File: config.mk
export PLATFORM = sky130hd
export DESIGN_NAME = dff_pipe_flat
export DESIGN_NICKNAME = d
export VERILOG_FILES = /design/src/rtl/dff_pkg.sv /design/src/rtl/dff_pipe_if.sv /design/src/rtl/dff_pipe_stage.sv /design/src/rtl/dff_pipe.sv /design/src/flat_wrapper.sv
export SDC_FILE = /design/constraint.sdc
export NUM_CORES = 1
export LEC_CHECK = 0
export ABC_AREA = 1
export CAP_MARGIN = 20
export CORE_MARGIN = 1.5
export CORE_UTILIZATION = 42
export DETAILED_ROUTE_END_ITERATION = 7
export HOLD_SLACK_MARGIN = 0.06
export PLACE_DENSITY = 0.71
export SLEW_MARGIN = 20
export SYNTH_ARGS = -nofsm -noshare
export SYNTH_HDL_FRONTEND = slang
export SYNTH_SLANG_ARGS = --single-unit
File: constraint.sdc
create_clock -name clk -period 1.6 [get_ports clk]
set_input_delay 0.32 -clock clk [delete_from_list [all_inputs] [get_ports clk]]
set_output_delay 0.32 -clock clk [all_outputs]
set_load 0.005 [all_outputs]
File: src/rtl/dff_pkg.sv
// Shared constants and helpers for the elastic register pipeline.
package dff_pkg;

  localparam int unsigned DFF_PIPE_MAX_DEPTH = 64;

  // Width of a counter that must represent 0..depth inclusive.
  function automatic int unsigned occ_w(input int unsigned depth);
    return $clog2(depth + 1);
  endfunction

endpackage

File: src/rtl/dff_pipe_if.sv
// Valid/ready payload channel; master drives valid/data, slave drives ready.
interface dff_pipe_if #(
  parameter int unsigned WIDTH = 8
) ();

  logic             valid;
  logic             ready;
  logic [WIDTH-1:0] data;

  modport master (output valid, output data, input  ready);
  modport slave  (input  valid, input  data, output ready);

endinterface

File: src/rtl/dff_pipe_stage.sv
// One elastic pipeline stage: a valid bit plus payload register that fills whenever it is ready.
module dff_pipe_stage #(
  parameter int unsigned      WIDTH     = 8,
  parameter logic [WIDTH-1:0] RESET_VAL = '0
) (
  input  logic             clk,
  input  logic             rst_n,
  input  logic             flush,
  input  logic             up_valid,
  input  logic [WIDTH-1:0] up_data,
  input  logic             rdy_in,
  output logic             rdy_out,
  output logic             v_q,
  output logic [WIDTH-1:0] d_q
);

  logic             v_d;
  logic [WIDTH-1:0] d_d;

  // An empty stage always accepts, so bubbles collapse under a stalled output.
  always_comb begin
    rdy_out = !v_q || rdy_in;
    v_d     = v_q;
    d_d     = d_q;
    if (flush) begin
      v_d = 1'b0;
    end else if (rdy_out) begin
      v_d = up_valid;
      if (up_valid) begin
        d_d = up_data;
      end
    end
  end

  always_ff @(posedge clk or negedge rst_n) begin
    if (!rst_n) begin
      v_q <= 1'b0;
      d_q <= RESET_VAL;
    end else begin
      v_q <= v_d;
      d_q <= d_d;
    end
  end

endmodule

File: src/rtl/dff_pipe.sv
// Parametrised elastic register pipeline with valid/ready handshake, flush and occupancy count.
// The ready chain is combinational: dn.ready reaches up.ready without a register.
module dff_pipe
  import dff_pkg::*;
#(
  parameter int unsigned      WIDTH     = 8,
  parameter int unsigned      DEPTH     = 4,
  parameter logic [WIDTH-1:0] RESET_VAL = '0
) (
  input  logic                     clk,
  input  logic                     rst_n,
  input  logic                     flush,
  dff_pipe_if.slave                up,
  dff_pipe_if.master               dn,
  output logic [occ_w(DEPTH)-1:0]  occupancy
);

  localparam int unsigned OCC_W = occ_w(DEPTH);

  if (DEPTH < 1 || DEPTH > DFF_PIPE_MAX_DEPTH) begin : g_bad_depth
    $error("dff_pipe: DEPTH out of range");
  end

  logic [DEPTH-1:0]            v;
  logic [DEPTH-1:0][WIDTH-1:0] d;
  logic [DEPTH-1:0]            up_v;
  logic [DEPTH-1:0][WIDTH-1:0] up_d;
  logic                        push;
  logic                        pop;
  logic [OCC_W-1:0]            occ_d;
  logic [OCC_W-1:0]            occ_q;

  // Each stage is fed by its predecessor; stage 0 by the producer.
  always_comb begin
    up_v    = '0;
    up_d    = '0;
    up_v[0] = up.valid;
    up_d[0] = up.data;
    for (int i = 1; i < int'(DEPTH); i++) begin
      up_v[i] = v[i-1];
      up_d[i] = d[i-1];
    end
  end

  // Per-stage ready nets live in their own scopes so the chain is not one self-referencing vector.
  for (genvar i = 0; i < int'(DEPTH); i++) begin : g_stage
    logic rdy_dn;
    logic rdy_up;

    if (i == int'(DEPTH) - 1) begin : g_last
      assign rdy_dn = dn.ready;
    end else begin : g_mid
      assign rdy_dn = g_stage[i+1].rdy_up;
    end

    dff_pipe_stage #(
      .WIDTH     (WIDTH),
      .RESET_VAL (RESET_VAL)
    ) u_stage (
      .clk      (clk),
      .rst_n    (rst_n),
      .flush    (flush),
      .up_valid (up_v[i]),
      .up_data  (up_d[i]),
      .rdy_in   (rdy_dn),
      .rdy_out  (rdy_up),
      .v_q      (v[i]),
      .d_q      (d[i])
    );
  end

  assign up.ready = g_stage[0].rdy_up && !flush;
  assign dn.valid = v[DEPTH-1];
  assign dn.data  = d[DEPTH-1];

  assign push = up.valid && up.ready;
  assign pop  = dn.valid && dn.ready;

  // Occupancy tracks pushes minus pops; flush empties the pipe.
  always_comb begin
    occ_d = occ_q;
    if (flush) begin
      occ_d = '0;
    end else begin
      occ_d = occ_q + OCC_W'(push) - OCC_W'(pop);
    end
  end

  always_ff @(posedge clk or negedge rst_n) begin
    if (!rst_n) begin
      occ_q <= '0;
    end else begin
      occ_q <= occ_d;
    end
  end

  assign occupancy = occ_q;

`ifndef SYNTHESIS
  a_occ_matches_valids: assert property (@(posedge clk) disable iff (!rst_n)
    int'(occ_q) == $countones(v));
`endif

endmodule
File: src/flat_wrapper.sv
// flat-port wrapper written by rule: the top's interface ports become plain ports
module dff_pipe_flat import dff_pkg::*;
#(
  parameter int unsigned      WIDTH     = 8,
  parameter int unsigned      DEPTH     = 4,
  parameter logic [WIDTH-1:0] RESET_VAL = '0
)
  (clk, rst_n, flush, occupancy, up_valid, up_data, up_ready, dn_valid, dn_data, dn_ready);
  dff_pipe_if #(.WIDTH(WIDTH)) up_i ();
  dff_pipe_if #(.WIDTH(WIDTH)) dn_i ();
  input  logic clk;
  input  logic rst_n;
  input  logic flush;
  output logic [occ_w(DEPTH)-1:0] occupancy;
  input wire logic [$bits(up_i.valid)-1:0] up_valid;
  input wire logic [$bits(up_i.data)-1:0] up_data;
  output wire logic [$bits(up_i.ready)-1:0] up_ready;
  output wire logic [$bits(dn_i.valid)-1:0] dn_valid;
  output wire logic [$bits(dn_i.data)-1:0] dn_data;
  input wire logic [$bits(dn_i.ready)-1:0] dn_ready;
  assign up_i.valid = up_valid;
  assign up_i.data = up_data;
  assign up_ready = up_i.ready;
  assign dn_valid = dn_i.valid;
  assign dn_data = dn_i.data;
  assign dn_i.ready = dn_ready;
  dff_pipe #(.WIDTH(WIDTH), .DEPTH(DEPTH), .RESET_VAL(RESET_VAL)) u_core (.clk(clk), .rst_n(rst_n), .flush(flush), .up(up_i), .dn(dn_i), .occupancy(occupancy));
endmodule
Word-level counts from Yosys, hierarchy flattened:

Cells that the tools add are included.

* word-level logic and storage cells: 41
* register bits after elaboration: 39
* output and inout bits: 13

* multiplexer cells: 9
* reduce and logical (&&, ||, !) cells: 20
* $add $sub $neg: 2
* bitwise operators: 1

Operators by type and width (count)
* $reduce_and A3 Y1: 4
* $mux W1: 8
* $reduce_bool A2 Y1: 4
* $logic_not A1 Y1: 5
* $logic_or A1 B1 Y1: 4
* $add A3 B1 Y3: 1
* $logic_and A1 B1 Y1: 3
* $mux W3: 1
* $sub A3 B1 Y3: 1
* $not A1 Y1: 1

Depth between registers and ports, before layout:

* depth after elaboration: 10
* depth in mapped cells: 12
* depth with buffers taken out: 11

Hierarchy:

A second synthesis with hierarchy kept.

* cells, all modules: 185
* area, all modules: 1697.9 um^2

Modules (own cells, without submodules)
* dff_pipe_stage: seq. area each 225.2 um^2, area each 374.1 um^2, cells an instance 40, times used 4
* dff_pipe: seq. area each 75.1 um^2, area each 201.4 um^2, cells an instance 25, times used 1

Worst setup path after synthesis:

Ideal clock, no wire load.

* kind: input -> register
* start: in flush
* end: reg u_core.occ_q[2], in the netlist u_core.occupancy[2]
* arrival time: 1.591 ns
* setup slack: -0.108 ns
* buffers on the path: 1
* stages on the path: 11
* setup time: 0.117 ns
* data required time: 1.483 ns
* path through: buf_4 inv_4 nand2_2 inv_2 nand2_2 inv_1 ha_1 inv_1 fa_1 nor2_1 nor2_1

* word-level cells in the longest chain between the ends: 6

RTL lines
* from (decl): RTL line flat_wrapper.sv:13 `input logic flush;`
* $logic_not A1 Y1: RTL line dff_pipe.sv:72 `assign up.ready = g_stage[0].rdy_up && !flush;`
* $logic_and A1 B1 Y1: RTL line dff_pipe.sv:72
* $logic_and A1 B1 Y1: RTL line dff_pipe.sv:76 `assign push = up.valid && up.ready;`
* $add A3 B1 Y3: RTL line dff_pipe.sv:85 `occ_d = occ_q + OCC_W'(push) - OCC_W'(pop);`
* $sub A3 B1 Y3: RTL line dff_pipe.sv:85
* $mux W3 (*): RTL line dff_pipe.sv:82 `if (flush) begin`
* net u_core.occ_d[2]: RTL line dff_pipe.sv:30 `logic [OCC_W-1:0] occ_d;`
* to (signal assigned): RTL line dff_pipe.sv:91 `occ_q <= '0;`
* to (signal assigned): RTL line dff_pipe.sv:93 `occ_q <= occ_d;`
* to (decl): RTL line dff_pipe.sv:31 `logic [OCC_W-1:0] occ_q;`

The timed path passes the listed nets; every way through them passes the cells marked *.
A chain may end at the register's enable or synchronous reset.

Worst setup path after layout:

* start: reg u_core.g_stage[3].u_stage.v_q
* end: reg u_core.occ_q[1], in the netlist u_core.occupancy[1]

* word-level cells in the longest chain between the ends: 10

RTL lines
* from (decl): RTL line dff_pipe_stage.sv:13 `output logic v_q,`
* from (signal assigned): RTL line dff_pipe_stage.sv:40 `v_q <= v_d;`
* $logic_not A1 Y1: RTL line dff_pipe_stage.sv:22 `rdy_out = !v_q || rdy_in;`
* $logic_or A1 B1 Y1 (4 in series): RTL line dff_pipe_stage.sv:22
* $logic_and A1 B1 Y1: RTL line dff_pipe.sv:72
* $logic_and A1 B1 Y1: RTL line dff_pipe.sv:76
* $add A3 B1 Y3: RTL line dff_pipe.sv:85
* $sub A3 B1 Y3 (*): RTL line dff_pipe.sv:85
* $mux W3 (*): RTL line dff_pipe.sv:82
* net u_core.occ_d[1]: RTL line dff_pipe.sv:30

Marked as above.

==> flow_summary.yaml <==
outcome:
  outcome: "complete, but fails checks"
  violations: "setup timing"
synth:
  synth-compound-area-share_pct: 6.174
  synth_top_family_by_area: "simple AND/OR/NAND/NOR gates"
  synthSimpleGateAreaFrac_pct: 23.12
  synth.top_cell.area_share_pct: 55.99
  yosys-mux-area-fraction_pct: 0
  synth-xor-area-share_pct: 0.5025
  synth_seq_cells: 39
  syn_nets: 201
  yosysTopAreaCell: "dfrtp_1"
  syn_area_per_cell_um2: 9.421
  syn_inst: 185
  synth_area_leaders: "dfrtp_1 (56%), nand2_1 (11%), inv_1 (5.4%), o21ai_1 (4.9%), nand3_1 (4.6%)"
  synth_fa_ha_area_share_pct: 2.584
  ys_warn_count: 0
  synth-seq-area-share_pct: 55.99
  syn_area_mm2: 0.001743
  synth_cell_types: 20
drt:
  dr.first_iter.drc_count: 56
  wire_per_inst_um: 10.07
  drc: 0
  first_pass_iters: 3
  vias: 1170
  ant_nets: 0
  viasPerCell: 4.317
  drt_wl_total_um: 2728
cells_and_area:
  layout.nets: 236
  drive_gt1_share_pct: 21.72
  areaGrowthSynthToFinish_pct: 28.71
  layout.cells.most_common_list: "nand2_1 (50), dfrtp_1 (39), clkdlybuf4s50_1 (20), inv_1 (19), o21ai_1 (17)"
  antennaDiodeCount: 0
  layout_commonest_cell: "nand2_1"
die:
  coreArea_mm2: 0.004000
  die_h_um: 67.42
  fp.dieArea_mm2: 0.004545
  die_w_um: 67.42
  initial_core_util_pct: 43.57
  row_count: 23
  ios: 26
critical_path:
  cp.required_ns: 1.78
  critPathMaxFanout: 2
  crit_type: "reg2reg"
  worstPathArrival_ns: 1.83
  cp-start-kind: "flip-flop"
  endpoint_kind: "flip-flop"
clock_network:
  clock_latency_ns: 0.29
  cts_max_path_buffers: 2
  cts.clk_slew.worst_paths_ns: 0.07
  root_buffer: "clkbuf_8"
  htreeDepth: 2
  cts_tree: "done"
  cts_num_sinks: 39
  cts_buffers: 5
sta:
  post-route-min-period_ns: 1.650
  setup_violations: 2
  finalHoldViolations: 0
  fin_setup_tns_ns: -0.09165
  finalClockSkew_ns: 0.006411
  worst_pin_slew_ns: 0.4604
  relSlewSlack_pct: 69.30
  rsz0062_at_grt: "true"
  fin_ws_ns: -0.04980
  finalCritPeriodShare_pct: 103.1
  fmax_mhz: 606.1
  slew_viol_final: 0
place:
  port_buffers: 25
  hpwlAfterDp_um: 2031
  gp_congestion: 0.7259
global_routing:
  grt_pass1_vias: 1131
  grt_max_degree: 21
  antenna_found_initial: 0
  grt_pass1_wl_um: 5030
  track_usage_pct: 15.45
  grt_remaining_overflow: 0
hold_path:
  hp-class: "reg2reg"
pwr:
  power_uw: 2287
  p_leak_uw: 0.001106
  ir_drop_mv: 0.4128
  powerDensity_mw_per_mm2: 1020
job:
  drv_cap: 0
==> power breakdown <==
group	switching, uW	internal, uW	total, uW
combinational	192	232	424
clock	324	304	628
sequential	87.6	1150	1230
total	604	1680	2290
==> sequential cells by signal (all words and copies together) (netlist names) <==
register                    flops
u_core.g_stage.u_stage.v_q      4
u_core.g_stage.u_stage.d_q     32
u_core.occupancy                3
==> layout make-up <==
| cell class | count | area (um^2) |
|---|---|---|
| Tap cell | 50 | 62.56 |
| Clock inverter | 2 | 12.51 |
| Inverter | 28 | 117.6 |
| Fill cell | 355 | 1757 |
| Multi-Input combinational cell | 106 | 618.1 |
| Timing Repair Buffer | 40 | 384.1 |
| Clock buffer | 6 | 72.57 |
| Sequential cell | 39 | 975.9 |
==> cells in the mapped netlist <==
library cell	instances
nand2_1	51
dfrtp_1	39
inv_1	25
o21ai_1	17
nand3_1	16
buf_4	9
nor2_1	5
nand2_2	4
nand3_4	3
buf_6	2
ha_1	2
inv_2	2
nor2_4	2
o21ai_2	2
a21oi_1	1
buf_2	1
fa_1	1
inv_4	1
nand4_2	1
xor2_1	1
==> metal layers <==
metal | GRT usage (%) | vias up | wire, um
met5 | 0 | - | 0
met3 | 5.500 | 6 | 123
met4 | 7.653 | 0 | 63
met2 | 24.01 | 25 | 1241
met1 | 19.09 | 502 | 1300
li1 | - | 637 | -
==> per-stage QoR <==
stage	area, um^2	cells	utilization (%)	setup WS, ns	hold WS (ns)
after floorplan	1773	185	-	0.001901	0.02441
after global placement	2105	261	52.61	-0.4222	0.2920
after detailed placement	2105	261	52.61	-0.4732	0.2981
after CTS	2237	271	55.93	-0.07883	0.4804
after global routing	2243	271	56.08	-0.08603	0.4925
final	2243	271	56.08	-0.04980	0.4778
==> cell families (layout without fill, tap and decap cells) <==
family | Yosys count | after routing
and+or+nand+nor | 82 | 82
AOI/OAI and AO/OA | 20 | 20
buffers and inverters | 40 | 76
DFF | 39 | 39
adders and majority gates | 3 | 3
xor gates and xnor gates | 1 | 1
==> final timing paths <==
kind,from,to,slack [ns],cells after the start
max,u_core.g_stage[3].u_stage.v_q,u_core.occupancy[1],-0.05,9
min,u_core.g_stage[1].u_stage.d_q[1],u_core.g_stage[1].u_stage.d_q[1],0.48,2
max reg2reg,u_core.g_stage[3].u_stage.v_q,u_core.occupancy[1],-0.05,9
min reg2reg,u_core.g_stage[1].u_stage.d_q[1],u_core.g_stage[1].u_stage.d_q[1],0.48,2
max in group asynchronous,rst_n,u_core.g_stage[2].u_stage.d_q[6],0.63,3
min in group asynchronous,rst_n,u_core.g_stage[0].u_stage.d_q[6],0.51,2
==> critical path: stages, from the launching register on <==
cell	delay [ns]
dfrtp_1	0.40
buf_6	0.13
nand2_4	0.04
inv_2	0.04
ha_4	0.21
inv_4	0.05
ha_4	0.11
inv_2	0.03
fa_2	0.50
nor2_1	0.04
==> timing repair <==
| item | 4_1_cts | 5_1_grt |
|---|---|---|
| endpoints found under the setup margin | 3 | 5 |
| pin swaps | 2 | 2 |
| setup buffers | 1 | 0 |
| resized for setup | 12 | 6 |
| hold buffers | 1 | 0 |
| hold endpoints to repair | 19 | 0 |
Note: power is estimated with default switching activity, not from simulation.
==> patch 1: new RTL, same flow settings <==
`DEPTH` is set to 4 in 2 places; all go to 2.
--- a/src/rtl/dff_pipe.sv
+++ b/src/rtl/dff_pipe.sv
@@ -5,5 +5,5 @@
 #(
   parameter int unsigned      WIDTH     = 8,
-  parameter int unsigned      DEPTH     = 4,
+  parameter int unsigned      DEPTH     = 2,
   parameter logic [WIDTH-1:0] RESET_VAL = '0
 ) (
--- a/src/flat_wrapper.sv
+++ b/src/flat_wrapper.sv
@@ -3,5 +3,5 @@
 #(
   parameter int unsigned      WIDTH     = 8,
-  parameter int unsigned      DEPTH     = 4,
+  parameter int unsigned      DEPTH     = 2,
   parameter logic [WIDTH-1:0] RESET_VAL = '0
 )
Ports: changed (resized occupancy); port bits go from 26 to 25. The function was not compared with the original's and may differ.
==> patch 1 against the unedited design <==
Sequential cell count fell by 19; worst setup slack gained 0.094 ns; wire length down 42%; utilization up 1.1 points; final area shrank 44%; area after synthesis down 44%; count of clock-buffer cells in the layout is 2 lower; power fell by 48%; die area is 42% lower.
==> patch 1: results (changes against the unedited design) <==
| Metric | Value |
|---|---|
| Share of layout cells above drive strength 1 | 14.2% (was 21.7%) |
| Max reg flops | 16 (was 32) |
| WL/cell | 9.79 microns (was 10.1 microns) |
| H-tree levels | 1 (was 2) |
| Critical R2R Launch | u_core.g_stage[1].u_stage.v_q$_DFFE_PN0P_ (was u_core.g_stage[3].u_stage.v_q$_DFFE_PN0P_) |
| Total number of vias | 714 (was 1,170) |
| GRT Total Usage | 14.4% (was 15.5%) |
| Worst reg2reg setup slack | 0.27 ns (was -0.05 ns) |
| CTS clock-pin slew for the worst setup and hold paths | 0.11 ns (was 0.07 ns) |
| R2R depth | 7 (was 9) |
| Psw | 0.309 mW (was 0.604 mW) |
| Drt initial violations | 9 (was 56) |
| Nets | 150 (was 236) |
| Buffers on Ports | 24 (was 25) |
| Slew HR | 83.0% (was 69.3%) |
| Type of the most critical hold path | in2async (was reg2reg) |
| Non-filler cells, final | 162 (was 271) |
| VDD IR-drop max | 0.628 mV (was 0.413 mV) |
| First-pass iteration count of the detailed router | 4 (was 3) |
| CTS Buf Count | 3 (was 5) |
| Final Skew | 0.000867 ns (was 0.00641 ns) |
| Post-synthesis async set-or-reset flop share | 100% (unchanged) |
| Sequential cell area fraction in the yosys report | 51.0% (was 56.0%) |
| Routability cong. | 0.737 (was 0.726) |
| First-pass GRT wire length | 2870 microns (was 5030 microns) |
| Root buf cell | clkbuf_4 (was clkbuf_8) |
| Synth unique cells | 14 (was 20) |
| Slowest stage delay, CP | 0.43 ns (was 0.50 ns) |
| Slowest-stage cell, CP | clkdlybuf4s50_1 (was fa_2) |
| Lkg Pwr | 0.685 nW (was 1.11 nW) |
| Run status | complete, no violations (was finished, violations left) |
| Final HPWL DP | 1240 microns (was 2030 microns) |
| Filler cell count | 214 (was 355) |
| Pre-CTS WS | -0.230 ns (was -0.473 ns) |
| Synth cell count leaders | nand2_1 (37), dfrtp_1 (20), nand3_1 (17) (was nand2_1 (51), dfrtp_1 (39), inv_1 (25)) |
| Synthesized area per cell | 9.01 sq um (was 9.42 sq um) |
| Synth top area cells | dfrtp_1 (51%), nand2_1 (14%), nand3_1 (8.7%) (was dfrtp_1 (56%), nand2_1 (11%), inv_1 (5.4%)) |
| Area post-placement | 0.00123 sq mm (was 0.00210 sq mm) |
| Net Count, Synth | 124 (was 201) |
| Worst path top cell family by delay | buffers and inverters (was adder cells) |
| R2R Path End | u_core.occupancy[1]$_DFF_PN0_ (unchanged) |
| Setup_tns | 0 ns (was -0.0917 ns) |
| Vias in the first global route | 691 (was 1,131) |
| Hold_ws | 0.339 ns (was 0.478 ns) |
| Critical Path AT | 1.24 ns (was 1.83 ns) |
-- patch 1: changes by cell type after synthesis, moves of 3 or more --
cell / change
nor2_1: -3
o21ai_1: -17
dfrtp_1: -19
inv_1: -13
nand2_1: -14
nand2_2: -3
nand3_4: -3
-- patch 1: how the worst max path moves through the flow --
stage,from,end,slack (ns),cells after the start
final,dn_ready,up_ready,0.04,6
after global routing,dn_ready,up_ready,0.008,6
after CTS,u_core.g_stage[1].u_stage.v_q$_DFFE_PN0P_,dn_valid,0.004,1
after detailed placement,dn_ready,up_ready,-0.23,6
after global placement,dn_ready,up_ready,-0.20,6
after floorplan,u_core.g_stage[1].u_stage.v_q$_DFFE_PN0P_,u_core.occupancy[1]$_DFF_PN0_,0.34,7
-- patch 1: repair_timing --
item,CTS,global route
buffers inserted,0,0
resized for setup,1,2
endpoints found under the setup margin,1,2
-- patch 1: worst register-to-register path: stages, from the launching register on --
cell and delay, ns:
dfrtp_1 0.44, nand2_1 0.08, inv_1 0.04, ha_1 0.26
inv_1 0.04, ha_1 0.20, a21oi_1 0.12, nor2_1 0.06
-- patch 1: power groups by stage --
stage | registers [mW] | clock network, mW | logic, mW
2_1_floorplan | 0.625 | 0 | 0.174
3_3_place_gp | 0.631 | 0 | 0.274
3_5_place_dp | 0.636 | 0 | 0.281
4_1_cts | 0.626 | 0.298 | 0.280
5_1_grt | 0.638 | 0.320 | 0.308
6_report | 0.625 | 0.291 | 0.276
-- patch 1: metal layers --
layer  up-vias  share of wire [%]  routed length, microns  track usage (%)
met1       313                 49                     775             18.0
met3         2                4.5                      72             2.63
met4         0                1.2                      19             6.58
met5         -                  0                       0                0
met2        19                 45                     719             24.1
li1        380                  -                       -                -
-- patch 1: final cells by class --
| class | count | area [sq um] | area share, % |
|---|---|---|---|
| Timing Repair Buffer | 31 | 294 | 23.2 |
| Inverter | 12 | 45.0 | 3.56 |
| Sequential cell | 20 | 500 | 39.6 |
| Tap cell | 28 | 35.0 | 2.77 |
| Clock buffer | 4 | 36.3 | 2.87 |
| Multi-Input combinational cell | 67 | 354 | 28.0 |
-- patch 1: logic make-up after synthesis --
logic type	after synthesis	share of synthesized area [%]
fa+ha+maj	2	2.55
simple gates	62	31.6
buf+inv	22	13.0
compound gates	3	1.91
flops	20	51.0
==> patch 2: new RTL, same flow settings <==
Without the edit above. Reset style: synchronous (`rst_n`), changed in 2 clocked blocks.
--- a/src/rtl/dff_pipe_stage.sv
+++ b/src/rtl/dff_pipe_stage.sv
@@ -33,5 +33,5 @@
   end
 
-  always_ff @(posedge clk or negedge rst_n) begin
+  always_ff @(posedge clk) begin
     if (!rst_n) begin
       v_q <= 1'b0;
--- a/src/rtl/dff_pipe.sv
+++ b/src/rtl/dff_pipe.sv
@@ -87,5 +87,5 @@
   end
 
-  always_ff @(posedge clk or negedge rst_n) begin
+  always_ff @(posedge clk) begin
     if (!rst_n) begin
       occ_q <= '0;
Check against the original RTL: differs if rst_n is asserted again (counterexample within 4 cycles, from zero or initial values and one cycle with rst_n low); with rst_n held inactive, the same outputs for 10 cycles.
==> patch 2 against the unedited design <==
The run still ends with setup timing left; sequential cell count is the same; fmax is 3.3% lower; worst setup slack got worse by 0.057 ns; non-clock buffer count fell by 3; hold slack gained 0.0029 ns; wire length down 3.6%; area after synthesis fell by 6.5%; critical path depth rose by 2; cell count rose by 6.3%; final area decreased by 8.0%; critical path type is now in2reg.
Power is not compared: it rests on default switching activity, and its combinational part moved more than twofold at a synthesized area within 25%.
==> patch 2: results (changes against the unedited design) <==
| Metric | Value |
|---|---|
| Final WS setup | -0.107 ns (was -0.0498 ns) |
| M1 WL | 1260 microns (was 1300 microns) |
| Levels on crit path | 11 (was 9) |
| First-pass iteration count of the detailed router | 4 (was 3) |
| Run status | finished, violations left (unchanged) |
| Met2 Use GR | 23.6% (was 24.0%) |
| Setup violators final | 2 (unchanged) |
| Setup_tns | -0.121 ns (was -0.0917 ns) |
| Worst path top cell family by delay | adder cells (unchanged) |
| Fraction of the mapped netlist area in compound gates | 12.6% (was 6.17%) |
| Metal2 WL | 1190 microns (was 1240 microns) |
| Critical R2R Launch | u_core.g_stage[3].u_stage.v_q$_SDFFE_PP0P_ (was u_core.g_stage[3].u_stage.v_q$_DFFE_PN0P_) |
| Crit. Startpoint | dn_ready (was u_core.g_stage[3].u_stage.v_q$_DFFE_PN0P_) |
| Net Count, Synth | 224 (was 201) |
| Slowest stage delay, CP | 0.33 ns (was 0.50 ns) |
| Met3 usage | 3.60% (was 5.50%) |
| Synth cell count leaders | nor2_1 (64), dfxtp_1 (39), o21ai_0 (24) (was nand2_1 (51), dfrtp_1 (39), inv_1 (25)) |
| Area of the multi-input gates | 676 sq um (was 618 sq um) |
| Post-Synth XOR/XNOR Area | 1.07% (was 0.503%) |
| Worst hold start | u_core.g_stage[1].u_stage.d_q[5]$_SDFFE_PN0P_ (was u_core.g_stage[1].u_stage.d_q[1]$_DFFE_PN0P_) |
| Final Skew | 0.00493 ns (was 0.00641 ns) |
| Sequential cell area fraction in the yosys report | 47.9% (was 56.0%) |
| Post-synthesis async set-or-reset flop share | 0% (was 100%) |
| GRT Total Usage | 14.7% (was 15.5%) |
| Failing checks | setup timing (unchanged) |
| Final HPWL DP | 1870 microns (was 2030 microns) |
| Routed wl met3 | 86 microns (was 123 microns) |
| Most used DFF post-synth | dfxtp_1 (was dfrtp_1) |
| Worst setup path endpoint | u_core.occupancy[2]$_SDFF_PP0_ (was u_core.occupancy[1]$_DFF_PN0_) |
| Total number of vias | 1,287 (was 1,170) |
| Critical Path AT | 1.89 ns (was 1.83 ns) |
| First-pass GRT wire length | 4780 microns (was 5030 microns) |
| Vias in the first global route | 1,154 (was 1,131) |
| Share of layout cells above drive strength 1 | 18.3% (was 21.7%) |
| Top routing layer in use | met4 (unchanged) |
| Non-CTS inverters | 25 (was 28) |
| Register area | 782 sq um (was 976 sq um) |
| Signal buffers share of area | 17.6% (was 17.1%) |
| Adder-cell share of the synthesized area | 2.76% (was 2.58%) |
| Routability cong. | 0.718 (was 0.726) |
| Hold_ws | 0.481 ns (was 0.478 ns) |
| Min-Delay Endpoint | u_core.g_stage[1].u_stage.d_q[5]$_SDFFE_PN0P_ (was u_core.g_stage[1].u_stage.d_q[1]$_DFFE_PN0P_) |
| Multi-input gates | 131 (was 106) |
| Pre-CTS WS | -0.601 ns (was -0.473 ns) |
| Slew HR | 83.8% (was 69.3%) |
| Total Wirelength | 2630 microns (was 2730 microns) |
| Buffers, non-clock | 37 (was 40) |
| Filler cell count | 362 (was 355) |
| Pin count of the biggest net entering global routing | 33 (was 21) |
| Nets | 255 (was 236) |
[patch 2: cell types whose count changed after synthesis, moves of 3 or more]
| cell | before | now |
|---|---|---|
| nor2_1 | 5 | 64 |
| nand2_1 | 51 | 11 |
| dfrtp_1 | 39 | 0 |
| dfxtp_1 | 0 | 39 |
| o21ai_0 | 0 | 24 |
| o21ai_1 | 17 | 0 |
| a21oi_2 | 0 | 8 |
| nand3_1 | 16 | 9 |
| inv_1 | 25 | 21 |
| clkbuf_1 | 0 | 3 |
| nand3_4 | 3 | 0 |
[patch 2: through the flow]
step | area [sq um] | cells | utilization, %
after floorplan | 1640 | 208 | -
after global placement | 1960 | 278 | 53.1
after CTS | 2060 | 287 | 55.7
final | 2060 | 288 | 55.9
after detailed placement | 1960 | 278 | 53.1
after global routing | 2060 | 288 | 55.9
[patch 2: repair_timing]
action,in CTS,in global routing
resized for setup,4,2
endpoints found under the hold margin,0,0
buffers inserted,1,1
endpoints found under the setup margin,3,3
pin swaps,2,1
